**src/rtl/fineps_step_controller.sv**
```systemverilog
// fineps_step_controller
//   Command-side initiator for the clock synthesizer fine phase-shift port.
//   It accepts a signed absolute step target, clamps it to +/-INT_POS_LIMIT,
//   and walks the MMCM phase one step at a time. Each step is one incr or decr
//   command, paced by the synthesizer's dready handshake.
//
// Ports
//   in_clk, in_rst           fine-PS clock; synchronous active-high reset
//   in_target_pos/valid      signed absolute target offer
//   out_target_ready         high in IDLE only (low during reset)
//   in_abort                 finish the in-flight step, then stop
//   out_fineps_incr/decr     one-cycle step commands to the synthesizer
//   out_fineps_valid         command qualifier to the synthesizer
//   in_fineps_dready         synthesizer ready (drops while a step executes)
//   out_cur_pos              signed position of completed steps
//   out_busy / out_done      not-IDLE flag / one-cycle completion pulse
//   out_err                  sticky: clamp applied or ack timeout
//
// Build option
//   FINEPS_CONST_VALID_EN    defined: out_fineps_valid is held high from the
//                            first cycle after reset. Undefined: valid pulses
//                            together with incr/decr.
module fineps_step_controller #(
  parameter int INT_POS_WIDTH     = 16,
  parameter int INT_POS_LIMIT     = 1120,
  parameter int INT_SETTLE_CYCLES = 4,
  parameter int INT_ACK_TIMEOUT   = 64
) (
  input  logic                     in_clk,
  input  logic                     in_rst,
  input  logic [INT_POS_WIDTH-1:0] in_target_pos,
  input  logic                     in_target_valid,
  output logic                     out_target_ready,
  input  logic                     in_abort,
  output logic                     out_fineps_incr,
  output logic                     out_fineps_decr,
  output logic                     out_fineps_valid,
  input  logic                     in_fineps_dready,
  output logic [INT_POS_WIDTH-1:0] out_cur_pos,
  output logic                     out_busy,
  output logic                     out_done,
  output logic                     out_err
);

  localparam int CNT_MAX = (INT_SETTLE_CYCLES > INT_ACK_TIMEOUT) ?
                           INT_SETTLE_CYCLES : INT_ACK_TIMEOUT;
  localparam int CNT_W   = $clog2(CNT_MAX + 1);
  localparam int NEG_LIM = -INT_POS_LIMIT;

  localparam logic signed [INT_POS_WIDTH-1:0] POS_MAX = INT_POS_LIMIT[INT_POS_WIDTH-1:0];
  localparam logic signed [INT_POS_WIDTH-1:0] POS_MIN = NEG_LIM[INT_POS_WIDTH-1:0];
  localparam logic [CNT_W-1:0] TMO_LAST    = CNT_W'(INT_ACK_TIMEOUT - 1);
  localparam logic [CNT_W-1:0] SETTLE_LAST = CNT_W'(INT_SETTLE_CYCLES - 1);

  typedef enum logic [2:0] {
    IDLE, ISSUE, WAIT_LOW, WAIT_HIGH, SETTLE, DONE
  } state_t;

  state_t                          state_q, state_d;
  logic signed [INT_POS_WIDTH-1:0] target_q, target_d;
  logic signed [INT_POS_WIDTH-1:0] pos_q, pos_d;
  logic [CNT_W-1:0]                cnt_q, cnt_d;
  logic                            err_q, err_d;
  logic                            abort_q, abort_d;
  logic                            dir_up_q, dir_up_d;
  logic                            ready_q, ready_d;
  logic                            incr, decr;

  logic signed [INT_POS_WIDTH-1:0] req_pos;
  logic signed [INT_POS_WIDTH-1:0] clamped_pos;
  logic                            clamp_hit;

  // Limits are inclusive: a target exactly at +/-INT_POS_LIMIT passes untouched.
  always_comb begin
    req_pos     = $signed(in_target_pos);
    clamped_pos = req_pos;
    clamp_hit   = 1'b0;
    if (req_pos > POS_MAX) begin
      clamped_pos = POS_MAX;
      clamp_hit   = 1'b1;
    end else if (req_pos < POS_MIN) begin
      clamped_pos = POS_MIN;
      clamp_hit   = 1'b1;
    end
  end

  always_comb begin
    state_d  = state_q;
    target_d = target_q;
    pos_d    = pos_q;
    cnt_d    = cnt_q;
    err_d    = err_q;
    abort_d  = abort_q;
    dir_up_d = dir_up_q;
    incr     = 1'b0;
    decr     = 1'b0;

    if (state_q != IDLE && in_abort) abort_d = 1'b1;

    unique case (state_q)
      IDLE: begin
        abort_d = 1'b0;
        if (in_target_valid && ready_q) begin
          target_d = clamped_pos;
          err_d    = clamp_hit;
          state_d  = (clamped_pos == pos_q) ? DONE : ISSUE;
        end
      end
      ISSUE: begin
        // Command is combinational on dready so the first pulse lands in the
        // cycle right after the target transfer.
        if (in_fineps_dready) begin
          dir_up_d = (target_q > pos_q);
          incr     = (target_q > pos_q);
          decr     = !(target_q > pos_q);
          cnt_d    = '0;
          state_d  = WAIT_LOW;
        end
      end
      WAIT_LOW: begin
        if (!in_fineps_dready) begin
          state_d = WAIT_HIGH;
        end else if (cnt_q == TMO_LAST) begin
          err_d   = 1'b1;
          state_d = DONE;
        end else begin
          cnt_d = cnt_q + 1'b1;
        end
      end
      WAIT_HIGH: begin
        if (in_fineps_dready) begin
          pos_d   = dir_up_q ? pos_q + 1'b1 : pos_q - 1'b1;
          cnt_d   = '0;
          state_d = SETTLE;
        end
      end
      SETTLE: begin
        if (cnt_q == SETTLE_LAST) begin
          state_d = (pos_q == target_q || abort_q || in_abort) ? DONE : ISSUE;
        end else begin
          cnt_d = cnt_q + 1'b1;
        end
      end
      DONE:    state_d = IDLE;
      default: state_d = IDLE;
    endcase

    // Registered so ready stays low while in reset and rises one cycle later.
    ready_d = (state_d == IDLE);
  end

  always_ff @(posedge in_clk) begin
    if (in_rst) begin
      state_q  <= IDLE;
      target_q <= '0;
      pos_q    <= '0;
      cnt_q    <= '0;
      err_q    <= 1'b0;
      abort_q  <= 1'b0;
      dir_up_q <= 1'b0;
      ready_q  <= 1'b0;
    end else begin
      state_q  <= state_d;
      target_q <= target_d;
      pos_q    <= pos_d;
      cnt_q    <= cnt_d;
      err_q    <= err_d;
      abort_q  <= abort_d;
      dir_up_q <= dir_up_d;
      ready_q  <= ready_d;
    end
  end

`ifdef FINEPS_CONST_VALID_EN
  logic valid_q, valid_d;

  always_comb valid_d = 1'b1;

  always_ff @(posedge in_clk) begin
    if (in_rst) valid_q <= 1'b0;
    else        valid_q <= valid_d;
  end

  assign out_fineps_valid = valid_q;
`else
  assign out_fineps_valid = incr | decr;
`endif

  assign out_fineps_incr  = incr;
  assign out_fineps_decr  = decr;
  assign out_target_ready = ready_q;
  assign out_cur_pos      = pos_q;
  assign out_busy         = (state_q != IDLE);
  assign out_done         = (state_q == DONE);
  assign out_err          = err_q;

endmodule

```
**config.mk**
```make
export PLATFORM = sky130hd
export DESIGN_NAME = fineps_step_controller
export DESIGN_NICKNAME = d
export VERILOG_FILES = /design/src/rtl/fineps_step_controller.sv
export SDC_FILE = /design/constraint.sdc
export NUM_CORES = 1
export LEC_CHECK = 0
export CAP_MARGIN = 15
export CORE_ASPECT_RATIO = 0.8
export CORE_MARGIN = 2
export CORE_UTILIZATION = 50
export DETAILED_ROUTE_END_ITERATION = 7
export PLACE_DENSITY = 0.81
export SETUP_SLACK_MARGIN = 0.3
export SYNTH_ARGS = -nofsm -noshare
export SYNTH_HDL_FRONTEND = slang
export SYNTH_SLANG_ARGS = --single-unit
export TNS_END_PERCENT = 1
```
**constraint.sdc**
```tcl
create_clock -name in_clk -period 3.44 [get_ports in_clk]
set_input_delay 0.688 -clock in_clk [delete_from_list [all_inputs] [get_ports in_clk]]
set_output_delay 0.688 -clock in_clk [all_outputs]
set_load 0.02 [all_outputs]
```
==> impl_metrics.toml, run 1 <==
[critical_path]
path_buf_inv = 2
critPathKind = "in2out"
crit_path_frequent_cell = "clkdlybuf4s50_1"
crit_required_ns = 2.75
worstPathCellList = "clkdlybuf4s50_1, nor2b_1, nand2_1, nor2_1, clkdlybuf4s50_1"
cp_slowest_cell = "clkdlybuf4s50_1"
critical_path.max_stage_delay_ns = 0.64
start_kind = "primary input"
cp-end-kind = "output pin"
arrival_ns = 2.43
path_max_fanout = 4
critical_path.top_delay_family = "buffers and inverters"

[clock_network]
clkLatencyLatePin_ns = 0.30
cts_tree = "yes"
cts_buffers = 5
clk_path_buf_depth = 2
clockRootBuffer = "clkbuf_8"
h-tree-depth = 2
clock-sinks = 46
clk_pin_slew_ns = 0.08
post-cts-setup-buffer-count = 0

[min_path]
holdCritPathClass = "reg2reg"

[sta]
slew_violations = 0
layout_setup_ws_ns = 0.3177
maxClockFrequency_mhz = 320.3
min_period_ns = 3.122
maxSlewHeadroom = 0.3721
setup-violations-final = 0
finalHoldViolations = 0
rsz0062_at_grt = "true"
timing.final.crit_share = 0.9076
worst_pin_slew_ns = 0.9419
finClkSkew_ns = 0.006309
tns_ns = 0

[place]
port_buffers = 43
dp.cells = 601
gp_congestion = 0.9820
dp_hpwl_um = 7685
dpl_worst_slack_ns = -0.06158

[yosys]
ys_ff_latch = 46
syn-cell-area_mm2 = 0.003436
synthCells = 455
syn_area_per_cell_um2 = 7.551
yosys_warnings = 0
synth_ff_type = "dfxtp_1"
synth.distinct_cells = 57
postSynthNetCount = 509
yosysSeqAreaShare = 0.2680
synthArstFlopShare = 0
synth-edff-count = 0

[global_routing]
track_usage = 0.2661
grt_pass1_wl_um = 16660
grt_max_degree = 51
overflow = 0
antenna_found_initial = 0
grt_pass1_vias = 3394

[floorplanning]
die_width_um = 96.68
ios = 44
initial_utilization = 0.5281
die-area_mm2 = 0.007555
coreArea_mm2 = 0.006506
core.rowCount = 26
die_h_um = 78.15

[final_layout]
insertedDiodeCount = 0
final_cells = 608
drive_gt1_frac = 0.1240
fillers = 574
seqCellArea_um2 = 923.4
multi_input_area_mm2 = 0.002395
area_growth_pct = 24.73
nNetsFinal = 578

[power_and_ir_drop]
power.density_mw_per_mm2 = 285.3
ir_drop_uv = 155.6
power.leakage_uw = 0.001649

[detailed_routing]
dr_total_vias = 3720
firstDrtPassIters = 5
via_per_inst = 6.118
drc = 0
drt_iter0_drc = 300
wl_per_cell_um = 16.78
finalWirelength_um = 10200
ant_nets = 0

[job]
maxCapViolCount = 0

[status]
status = "finished, final reports clean"
-- cells in the mapped netlist (5+ instances only) --
cell type / n / area, um2
nor2_1: 51 / 191.4
dfxtp_1: 46 / 920.9
a21oi_1: 44 / 220.2
nand2_1: 44 / 165.2
ha_1: 32 / 400.4
nor3_1: 27 / 135.1
inv_1: 25 / 93.84
nand3_1: 23 / 115.1
o21ai_0: 17 / 85.08
clkbuf_1: 14 / 52.55
xor2_1: 12 / 105.1
xnor2_1: 10 / 87.58
a211oi_1: 8 / 60.06
nand4_1: 8 / 50.05
o211ai_1: 7 / 52.55
o21a_1: 6 / 45.04
a21o_1: 5 / 37.54
and3_1: 5 / 31.28
nand2b_1: 5 / 31.28
nor2b_1: 5 / 31.28
-- metal layers --
layer,global-route usage,vias up,routed length (um)
met4,0.06761,0,149
met3,0.04185,22,724
met2,0.4361,186,4748
met1,0.3684,1728,4580
li1,-,1784,-
met5,0,-,0
-- registers in the layout, indices dropped and copies added (netlist names) --
| name | flops |
|---|---|
| abort_q | 1 |
| cnt_q | 7 |
| dir_up_q | 1 |
| out_cur_pos | 16 |
| out_err | 1 |
| out_target_ready | 1 |
| state_q | 3 |
| target_q | 16 |
-- area by class of cell --
class                      count  share of cell area
clock inverter                 2            0.002336
multi-input combinational    367              0.5588
sequential                    46              0.2155
inverter                      25             0.02190
tap                           84             0.02453
clock buffer                   5             0.01606
timing repair buffer          79              0.1609
-- layout by cell type (no fill, tap or decap), types with 2 or more instances in the layout --
cell type	count
o21a_1	6
nand4_1	8
nand3_1	23
and3_1	5
nor2b_1	5
a21oi_1	44
clkinv_2	2
o22ai_1	4
nand2_1	44
or3_1	3
nor3_2	2
and2_1	3
dfxtp_2	2
inv_1	25
buf_4	36
xnor2_1	10
nor2_2	3
clkdlybuf4s50_1	39
o21ai_0	16
a31oi_1	4
a311oi_1	2
a31o_2	2
o211ai_1	7
dfxtp_1	44
o31ai_1	4
o2111ai_1	2
a21o_1	5
nor4b_1	2
ha_1	31
a211oi_1	8
nor3b_1	2
nand2b_1	5
nor4_1	3
xor2_1	12
nor2_1	47
clkbuf_8	5
mux2i_1	2
nor3_1	26
-- final timing paths --
path / from / endpoint / slack (ns) / depth (start not counted)
setup / recovery: in_fineps_dready / out_fineps_valid / 0.32 / 5
hold reg to reg: target_q[0] / target_q[0] / 0.46 / 2
setup reg to reg: dir_up_q / out_cur_pos[13] / 0.62 / 9
hold / removal: target_q[0] / target_q[0] / 0.46 / 2
-- cell families (layout without fill, tap and decap cells) --
group | Yosys count | count (layout) | share of synthesized area
AOI/OAI and AO/OA | 118 | 118 | 0.2276
xor gates and xnor gates | 22 | 22 | 0.05608
adders and majority gates | 33 | 33 | 0.1224
buffers and inverters | 42 | 111 | 0.04807
DFF | 46 | 46 | 0.2680
muxes | 2 | 2 | 0.005827
and+or+nand+nor | 192 | 192 | 0.2720
-- tightest hold or removal path: stages, from the launching register on --
cell,delay [ns]
dfxtp_1,0.32
nand2_1,0.05
a21oi_1,0.05
-- what timing repair did --
action | in CTS | in global routing
endpoints found under the setup margin | 3 | 4
pin swaps | 1 | 3
endpoints found under the hold margin | 0 | 0
hold buffers | 0 | 0
resized for setup | 16 | 5
-- power breakdown --
group	internal, uW	switching (uW)
Clock	137	186
Sequential	549	15.0
Combinational	145	191
Total	831	392
-- metrics by stage --
stage	hold WS (ns)	total power [uW]	util	area, um2
5_1_grt	0.4880	1283	0.6587	4285
6_report	0.4598	1223	0.6587	4285
3_5_place_dp	0.4514	892.7	0.6402	4165
4_1_cts	0.4633	1218	0.6565	4272
3_3_place_gp	0.4420	883.1	0.6402	4165
2_1_floorplan	0.4319	771.8	-	3436
Note: power is estimated with default switching activity, not from simulation.
==> run 2: changes to the inputs <==
- GPL_TIMING_DRIVEN: unset -> 0
- RECOVER_POWER: unset -> 100
==> impl_metrics.toml, run 2 (synthesis gave the netlist of run 1 again) <==
[status]
status = "finished, final reports clean"

[critical_path]
critPathLaunch = "out_cur_pos[1]"
critPathKind = "reg2out"
critical_path.max_stage_delay_ns = 0.36
path_max_fanout = 2
cp-end-kind = "output pin"
start_kind = "flip-flop"
worstPathCellList = "inv_1, ha_1, nor2b_1, o21a_1, o21a_1, o211ai_1, a21boi_2, o211ai_1, inv_1, dlygate4sd2_1"
rrSetupSlack_ns = 0.51
reg2reg_from = "dir_up_q"
path_buf_inv = 3
crit_required_ns = 2.75
cp_slowest_cell = "dfxtp_4"
arrival_ns = 2.52
critical_path.top_delay_family = "compound AO/OA/AOI/OAI gates"

[detailed_routing]
drc = 0
dr_total_vias = 3711
firstDrtPassIters = 5
drt_iter0_drc = 275
wl_per_cell_um = 16.75
ant_nets = 0
via_per_inst = 6.185
finalWirelength_um = 10050

[power_and_ir_drop]
clockPowerShare = 0.315
swShare = 0.3090
p_sw_uw = 399.3
ir_drop_uv = 176.5
seqPwrFrac = 0.435
power.density_mw_per_mm2 = 307.8
power.internal_uw = 893.0
combinationalPowerShare = 0.250
power.leakage_uw = 0.001640

[global_routing]
track_usage = 0.2670
grt_pass1_vias = 3450
overflow = 0
grt_max_degree = 19
antenna_found_initial = 0
grt_pass1_wl_um = 16670

[sta]
setup-violations-final = 0
tns_ns = 0
maxSlewHeadroom = 0.4790
min_period_ns = 3.205
holdWs_ns = 0.4626
finalHoldViolations = 0
timing.final.crit_share = 0.9317
rsz0062_at_grt = "true"
slew_violations = 0
finClkSkew_ns = 0.01618
maxClockFrequency_mhz = 312.0
layout_setup_ws_ns = 0.2351
worst_pin_slew_ns = 0.7768

[clock_network]
clockRootBuffer = "clkbuf_8"
clk_path_buf_depth = 2
cts_tree = "yes"
clkLatencyLatePin_ns = 0.31
clk_pin_slew_ns = 0.09
h-tree-depth = 2
cts_buffers = 5
clock-sinks = 46

[final_layout]
drive_gt1_frac = 0.08915
fillers = 577
nNetsFinal = 569
most-common-layout-cells = "nor2_1, nand2_1, a21oi_1, dfxtp_1, ha_1"
area_growth_pct = 22.21
insertedDiodeCount = 0
fin_area_mm2 = 0.004199
multi_input_area_mm2 = 0.002385
seqCellArea_um2 = 937.1
fin_util = 0.6454
layout_commonest_cell = "nor2_1"

[floorplanning]
die_width_um = 96.68
die_h_um = 78.15
die-area_mm2 = 0.007555
core.rowCount = 26
ios = 44
initial_utilization = 0.5281
coreArea_mm2 = 0.006506

[min_path]
min_from = "target_q[0]"
holdCritPathClass = "reg2reg"

[place]
dpl_worst_slack_ns = -0.3741
gp_congestion = 0.9447
port_buffers = 43
place_area_mm2 = 0.003971
dp_hpwl_um = 7544

[job]
maxCapViolCount = 0
[run 2: cell types whose count changed in the layout (fill, tap and decap cells not counted), moves of 2 or more]
cell,before,now
buf_4,36,7
clkbuf_1,0,16
clkdlybuf4s50_1,39,7
dfxtp_1,44,37
dfxtp_2,2,7
dfxtp_4,0,2
dlygate4sd2_1,1,12
dlygate4sd3_1,0,23
inv_1,25,23
[run 2: path summary, 6_finish.rpt]
path,end,cells past startpoint
max reg2reg,out_cur_pos[13],10
max,out_fineps_incr,10
min,target_q[0],2
min reg2reg,target_q[0],2
[run 2: final cells by class]
cell class,instances,area share
clock buffers,5,0.01639
inverters,25,0.02324
repair buffers,53,0.1153
well taps,84,0.02503
multi-input cells,367,0.5679
clock inverters,3,0.009535
flip-flops and latches,46,0.2232
plain buffers,17,0.01937
[run 2: layer usage]
layer,global-route usage,part of all wire,up-vias
met4,0.1070,0.026,0
met1,0.3678,0.46,1739
met5,0,0,-
met3,0.04274,0.075,26
li1,-,-,1777
met2,0.4201,0.44,169
[run 2: what timing repair did]
action                     4_1_cts  5_1_grt
resized for setup               36       10
setup endpoints to repair        3        5
pin swaps                        4        2
hold buffers                     0        0
setup buffers                    3        7
hold endpoints to repair         0        0
[run 2: metrics by stage]
step / instances / power (uW)
6_report: 600 / 1292
5_1_grt: 600 / 1354
4_1_cts: 593 / 1286
3_5_place_dp: 582 / 877.3
3_3_place_gp: 582 / 869.3
2_1_floorplan: 455 / 771.8
[run 2: tightest hold or removal path: stages, from the launching register on]
cell and delay, ns:
dfxtp_1 0.31, nand2_1 0.06, a21oi_1 0.05
[run 2: power by group through the flow]
stage	clock, uW	combinational, uW	sequential (uW)
final	407	324	562
after global routing	434	356	564
after CTS	413	311	562
after detailed placement	0	302	575
after global placement	0	295	575
after floorplan	0	195	577
